<file path="src/rtl/dwt_pkg.sv">
// Shared types and helpers for the 5/3 row lifting stage.
// Build option: DWT53_SAT_EN selects saturating instead of wrapping output narrowing.
package dwt_pkg;

    localparam int DW_DEF = 16;
    localparam int IW_DEF = 18;

    typedef enum logic [1:0] {
        ST_IDLE  = 2'b00,
        ST_RUN   = 2'b01,
        ST_FLUSH = 2'b10
    } state_t;

    // Narrow a sign-extended value to dw bits; result is returned sign-extended to 64 bits
    function automatic logic signed [63:0] narrow(input logic signed [63:0] v,
                                                  input int unsigned dw);
        logic signed [63:0] res;
`ifdef DWT53_SAT_EN
        logic signed [63:0] lim_hi;
        logic signed [63:0] lim_lo;
        lim_hi = (64'sd1 <<< (dw - 32'd1)) - 64'sd1;
        lim_lo = -lim_hi - 64'sd1;
        if (v > lim_hi) begin
            res = lim_hi;
        end else if (v < lim_lo) begin
            res = lim_lo;
        end else begin
            res = v;
        end
`else
        res = (v <<< (32'd64 - dw)) >>> (32'd64 - dw);
`endif
        return res;
    endfunction

endpackage

</file>
<file path="src/rtl/lift53_step.sv">
// Combinational 5/3 predict + update step at internal width IW.
module lift53_step #(
    parameter int IW = 18
) (
    input  logic signed [IW-1:0] x_even,
    input  logic signed [IW-1:0] x_odd,
    input  logic signed [IW-1:0] x_next,
    input  logic signed [IW-1:0] d_prev,
    output logic signed [IW-1:0] d,
    output logic signed [IW-1:0] s
);

    localparam logic signed [IW-1:0] RND = IW'(3'sd2);

    logic signed [IW-1:0] w_pair_sum;
    logic signed [IW-1:0] w_d;
    logic signed [IW-1:0] w_upd_sum;

    // Arithmetic shifts implement the floor of the lifting equations
    assign w_pair_sum = x_even + x_next;
    assign w_d        = x_odd - (w_pair_sum >>> 1);
    assign w_upd_sum  = d_prev + w_d + RND;

    assign d = w_d;
    assign s = x_even + (w_upd_sum >>> 2);

endmodule

</file>
<file path="src/rtl/dwt53_lift_row.sv">
// Reversible 5/3 horizontal lifting stage with symmetric line-edge extension.
// Build option: DWT53_SAT_EN saturates low_out/high_out instead of wrapping.
module dwt53_lift_row
    import dwt_pkg::*;
#(
    parameter int DW = DW_DEF,
    parameter int IW = IW_DEF
) (
    input  logic          clk_mmu,
    input  logic          rst,
    input  logic          rst_syn,
    input  logic          in_valid,
    output logic          in_ready,
    input  logic          sol,
    input  logic          eol,
    input  logic [DW-1:0] even_in,
    input  logic [DW-1:0] odd_in,
    output logic [DW-1:0] low_out,
    output logic [DW-1:0] high_out,
    output logic          out_valid,
    output logic          out_sol,
    output logic          out_eol
);

    state_t               r_state;
    logic                 r_in_ready;
    logic                 r_out_valid;
    logic                 r_out_sol;
    logic                 r_out_eol;
    logic [DW-1:0]        r_low;
    logic [DW-1:0]        r_high;
    logic signed [IW-1:0] r_even;
    logic signed [IW-1:0] r_odd;
    logic signed [IW-1:0] r_dprev;
    logic                 r_first;

    logic                 w_accept;
    logic signed [IW-1:0] w_even_ext;
    logic signed [IW-1:0] w_odd_ext;
    logic signed [IW-1:0] w_x_next;
    logic signed [IW-1:0] w_d_prev;
    logic signed [IW-1:0] w_d;
    logic signed [IW-1:0] w_s;
    logic [DW-1:0]        w_low_n;
    logic [DW-1:0]        w_high_n;

    assign w_accept   = in_valid & r_in_ready;
    assign w_even_ext = {{(IW-DW){even_in[DW-1]}}, even_in};
    assign w_odd_ext  = {{(IW-DW){odd_in[DW-1]}}, odd_in};
    // FLUSH mirrors x[2N] := x[2N-2]; first pair of a line mirrors d[-1] := d[0]
    assign w_x_next   = (r_state == ST_FLUSH) ? r_even : w_even_ext;
    assign w_d_prev   = r_first ? w_d : r_dprev;
    assign w_low_n    = DW'(narrow(64'(w_s), DW));
    assign w_high_n   = DW'(narrow(64'(w_d), DW));

    lift53_step #(
        .IW (IW)
    ) u_step (
        .x_even (r_even),
        .x_odd  (r_odd),
        .x_next (w_x_next),
        .d_prev (w_d_prev),
        .d      (w_d),
        .s      (w_s)
    );

    // Line FSM, held pair and registered coefficient outputs
    always_ff @(posedge clk_mmu) begin
        if (!rst || rst_syn) begin
            r_state     <= ST_IDLE;
            r_in_ready  <= 1'b1;
            r_out_valid <= 1'b0;
            r_out_sol   <= 1'b0;
            r_out_eol   <= 1'b0;
            r_low       <= {DW{1'b0}};
            r_high      <= {DW{1'b0}};
            r_even      <= {IW{1'b0}};
            r_odd       <= {IW{1'b0}};
            r_dprev     <= {IW{1'b0}};
            r_first     <= 1'b0;
        end else begin
            r_out_valid <= 1'b0;
            case (r_state)
                ST_IDLE, ST_RUN: begin
                    if (w_accept && sol) begin
                        // A new line start discards any partial line held in RUN
                        r_even     <= w_even_ext;
                        r_odd      <= w_odd_ext;
                        r_first    <= 1'b1;
                        r_state    <= eol ? ST_FLUSH : ST_RUN;
                        r_in_ready <= ~eol;
                    end else if (w_accept && (r_state == ST_RUN)) begin
                        r_low       <= w_low_n;
                        r_high      <= w_high_n;
                        r_out_sol   <= r_first;
                        r_out_eol   <= 1'b0;
                        r_out_valid <= 1'b1;
                        r_dprev     <= w_d;
                        r_even      <= w_even_ext;
                        r_odd       <= w_odd_ext;
                        r_first     <= 1'b0;
                        r_state     <= eol ? ST_FLUSH : ST_RUN;
                        r_in_ready  <= ~eol;
                    end else begin
                        r_state <= r_state;
                    end
                end
                ST_FLUSH: begin
                    r_low       <= w_low_n;
                    r_high      <= w_high_n;
                    r_out_sol   <= r_first;
                    r_out_eol   <= 1'b1;
                    r_out_valid <= 1'b1;
                    r_first     <= 1'b0;
                    r_state     <= ST_IDLE;
                    r_in_ready  <= 1'b1;
                end
                default: begin
                    r_state    <= ST_IDLE;
                    r_in_ready <= 1'b1;
                end
            endcase
        end
    end

    assign in_ready  = r_in_ready;
    assign out_valid = r_out_valid;
    assign out_sol   = r_out_sol;
    assign out_eol   = r_out_eol;
    assign low_out   = r_low;
    assign high_out  = r_high;

endmodule

</file>
<file path="config.mk">
export PLATFORM = sky130hd
export DESIGN_NAME = dwt53_lift_row
export DESIGN_NICKNAME = d
export VERILOG_FILES = /design/src/rtl/dwt_pkg.sv /design/src/rtl/lift53_step.sv /design/src/rtl/dwt53_lift_row.sv
export SDC_FILE = /design/constraint.sdc
export NUM_CORES = 1
export LEC_CHECK = 0
export CELL_PAD_IN_SITES_DETAIL_PLACEMENT = 1
export CELL_PAD_IN_SITES_GLOBAL_PLACEMENT = 1
export CORE_MARGIN = 1.5
export CORE_UTILIZATION = 46
export DETAILED_ROUTE_END_ITERATION = 7
export PLACE_DENSITY_LB_ADDON = 0.1
export SYNTH_ARGS = -nofsm -noshare
export SYNTH_HDL_FRONTEND = slang
export SYNTH_SLANG_ARGS = --single-unit
</file>
<file path="constraint.sdc">
create_clock -name clk_mmu -period 11.21 [get_ports clk_mmu]
set_input_delay 2.242 -clock clk_mmu [delete_from_list [all_inputs] [get_ports clk_mmu]]
set_output_delay 2.242 -clock clk_mmu [all_outputs]
set_load 0.01 [all_outputs]
</file>
==> out/qor.csv <==
stage,metric,value,unit
power,Net Sw Frac,30.7,%
outcome,status,"complete, no violations",
logic_synthesis,sequential-to-total area share from yosys stat,27.6,%
global_route,initial antenna violation count,0,
timing,Worst Skew,7.36,ps
layout,final design area excluding fillers,0.00771,mm2
worst_hold_path,worst hold path type,flop to flop,
logic_synthesis,Ys Warns,0,
timing,Slew Limit Fails,0,
layout,Syn-to-layout area delta,19.2,%
power,P_sw,0.000298,W
timing,Slew @ Worst Pin,1130,ps
floorplanning,Initial Util,46.8,%
clock_network,worst-case clock buffer depth,2,
timing,period utilisation layout,81.3,%
layout,"leading cell type in the layout, fill and taps excluded",nand2_1,
logic_synthesis,Synth Instances,844,
layout,antenna fix cells,0,
timing,final hold vios,0,
detailed_routing,final wirelength,18.8,mm
worst_setup_path,slowest CP cell,clkdlybuf4s50_1,
power,maximum vdd drop,0.0706,mV
detailed_routing,DRC,0,
power,pwr dens,126,mW/mm2
power,Pleak,3.21,nW
logic_synthesis,Main synth FF type,dfxtp_1,
worst_setup_path,Worst Setup Start Kind,input pin,
timing,fmax,110,MHz
worst_setup_path,CP Data Required Time,11440,ps
floorplanning,Core ar.,0.0138,mm2
worst_setup_path,Critical Path End Type,flop,
timing,min Tclk post-route,9120,ps
layout,layout cells sized above 1,5.73,%
clock_network,CTS root buf,clkbuf_16,
clock_network,worst skew pair latency,350,ps
worst_setup_path,"most used cell, CP",a21oi_1,
clock_network,H-tree depth,3,
clock_network,clock-pin slew on the worst setup and hold paths,60,ps
clock_network,Post-CTS Hold Buffers,0,
timing,Slew Limit Headroom,24.8,%
layout,Finished Core Util,55.7,%
clock_network,CTS Buf Count,9,
logic_synthesis,Avg Synthesized Cell Area,7.66,um2
detailed_routing,Starting DRT DRC Count,344,
worst_setup_path,slowest cell delay on critical path,460,ps
worst_setup_path,CP arrival,9350,ps
detailed_routing,vias after detailed routing,6150,
floorplanning,die area,0.0148,mm2
flow_run,Max Cap Viol,0,
global_route,Tot GR Track Use,26.1,%
logic_synthesis,Post-synth EDFFs,0,
placed_design,GPL Wtd Cong,0.972,
floorplanning,die width,122,um
clock_network,post-CTS setup buffer count,0,
detailed_routing,via/cell ratio,5.66,
global_route,total gr overflow,0,
layout,most frequent cells in the layout,"nand2_1, a21oi_1, dfxtp_1",
timing,final setup vio count,0,
logic_synthesis,mapped cell area,0.00647,mm2
global_route,global-route wire length before repair,30.3,mm
layout,Filler cells,1729,
worst_setup_path,crit-path max FO,4,
clock_network,Resize count post-CTS,0,
timing,RSZ-0062 raised after global routing,no,
floorplanning,Rows,43,
floorplanning,die span in y,122,um
power,P_int,0.000674,W
logic_synthesis,synthesis-stage register bit count,89,
logic_synthesis,Syn Nets,965,
power,total power,0.000973,W
timing,setup TNS,0,ps
clock_network,CTS tree,built,
global_route,pin count of the biggest net entering global routing,86,
global_route,vias in the first global route,6204,
power,Seq pwr share,33.6,%
detailed_routing,Antenna Violating Nets Remaining,0,
floorplanning,I/O pin cnt,74,
logic_synthesis,async set-reset flop share out of synthesis,0,%
placed_design,Detail Placement HPWL,14.4,mm
detailed_routing,drt wl/cell,17.3,um
layout,Nets,1023,
power,combinational share of power,28.3,%
placed_design,area post-placement,0.00735,mm2
worst_setup_path,Setup Crit Path Kind,input pin to flop,
clock_network,clk sink count,89,
logic_synthesis,synth unique cells,56,
placed_design,I/O Buffers,73,
detailed_routing,DRT Pass-1 Iters,4,
power,clock share of power,38.1,%
-- power groups by stage --
stage | Combinational [W] | Clock [W] | Sequential (W)
6_report | 0.000275 | 0.000370 | 0.000327
2_1_floorplan | 0.000195 | 0 | 0.000331
4_1_cts | 0.000273 | 0.000377 | 0.000327
5_1_grt | 0.000305 | 0.000387 | 0.000327
3_3_place_gp | 0.000256 | 0 | 0.000334
3_5_place_dp | 0.000268 | 0 | 0.000334
-- metal layers --
metal  GRT usage [%]  share of wire [%]  vias up
met1            34.1                 47     2948
met2            44.7                 48      117
met4            9.04                2.0        0
li1                -                  -     3061
met3            3.09                3.1       24
met5               0                  0        -
-- cells by family (layout without fill, tap and decap cells) --
| family | count (synthesis) | in the layout | share of synthesized area (%) |
|---|---|---|---|
| mux | 13 | 13 | 2.24 |
| xor+xnor | 48 | 48 | 6.50 |
| fa+ha+maj | 83 | 83 | 16.5 |
| flops | 89 | 89 | 27.6 |
| buf+inv | 57 | 120 | 3.48 |
| compound gates | 226 | 226 | 21.5 |
| simple gates | 328 | 328 | 22.2 |
-- Yosys cell counts, types with 4 or more instances --
master / instances / share of area (%)
nand2_1: 204 / 12
a21oi_1: 111 / 8.6
dfxtp_1: 89 / 28
ha_1: 79 / 15
nor2_1: 40 / 2.3
xnor2_1: 32 / 4.3
o21ai_0: 28 / 2.2
clkbuf_1: 26 / 1.5
inv_1: 26 / 1.5
a211oi_1: 17 / 2.0
nor3_1: 17 / 1.3
nand3_1: 16 / 1.2
xor2_1: 16 / 2.2
a21o_1: 15 / 1.7
mux2_2: 12 / 2.1
o21a_1: 10 / 1.2
o21bai_1: 10 / 1.2
nand2b_1: 9 / 0.87
nor2b_1: 8 / 0.77
a31oi_1: 6 / 0.58
o31ai_1: 5 / 0.58
or2_2: 5 / 0.48
or3_1: 5 / 0.48
and3_1: 4 / 0.39
fa_1: 4 / 1.2
-- cell type report --
cell class,instances,area (um2),area share (%)
multi-input combinational,698,4470,58.1
sequential,89,1780,23.1
timing repair buffer,78,768,9.97
clock buffer,10,229,2.97
tap,180,225,2.92
clock inverter,6,130,1.69
inverter,26,97.6,1.27
-- state kept, by name, indices dropped and copies added (netlist names) --
name	cells
out_valid	1
r_first	1
out_eol	1
r_odd	16
r_even	16
low_out	16
out_sol	1
r_dprev	18
in_ready	1
high_out	16
r_state	2
-- stage by stage --
stage / hold WS [ps] / setup slack (ps) / cells
global placement: 438 / 1970 / 1071
global route: 474 / 1500 / 1087
CTS: 455 / 2100 / 1087
finish: 451 / 2090 / 1087
detailed placement: 448 / 1730 / 1071
floorplan: 434 / 2960 / 844
-- worst paths after layout --
check	slack (ps)	depth (start not counted)	endpoint	from
max	2090	33	low_out[14]	even_in[0]
min	450	2	high_out[6]	high_out[6]
max reg2reg	3160	29	low_out[15]	r_state[0]
min reg2reg	450	2	high_out[6]	high_out[6]
-- worst max-delay path: cells and delay by family --
kind	cells	cell delay, ps
fa+ha+maj	5	1650
buf+inv	2	560
xor+xnor	4	750
simple gates	4	690
mux	1	270
compound gates	17	3180
Note: power is estimated with default switching activity, not from simulation.
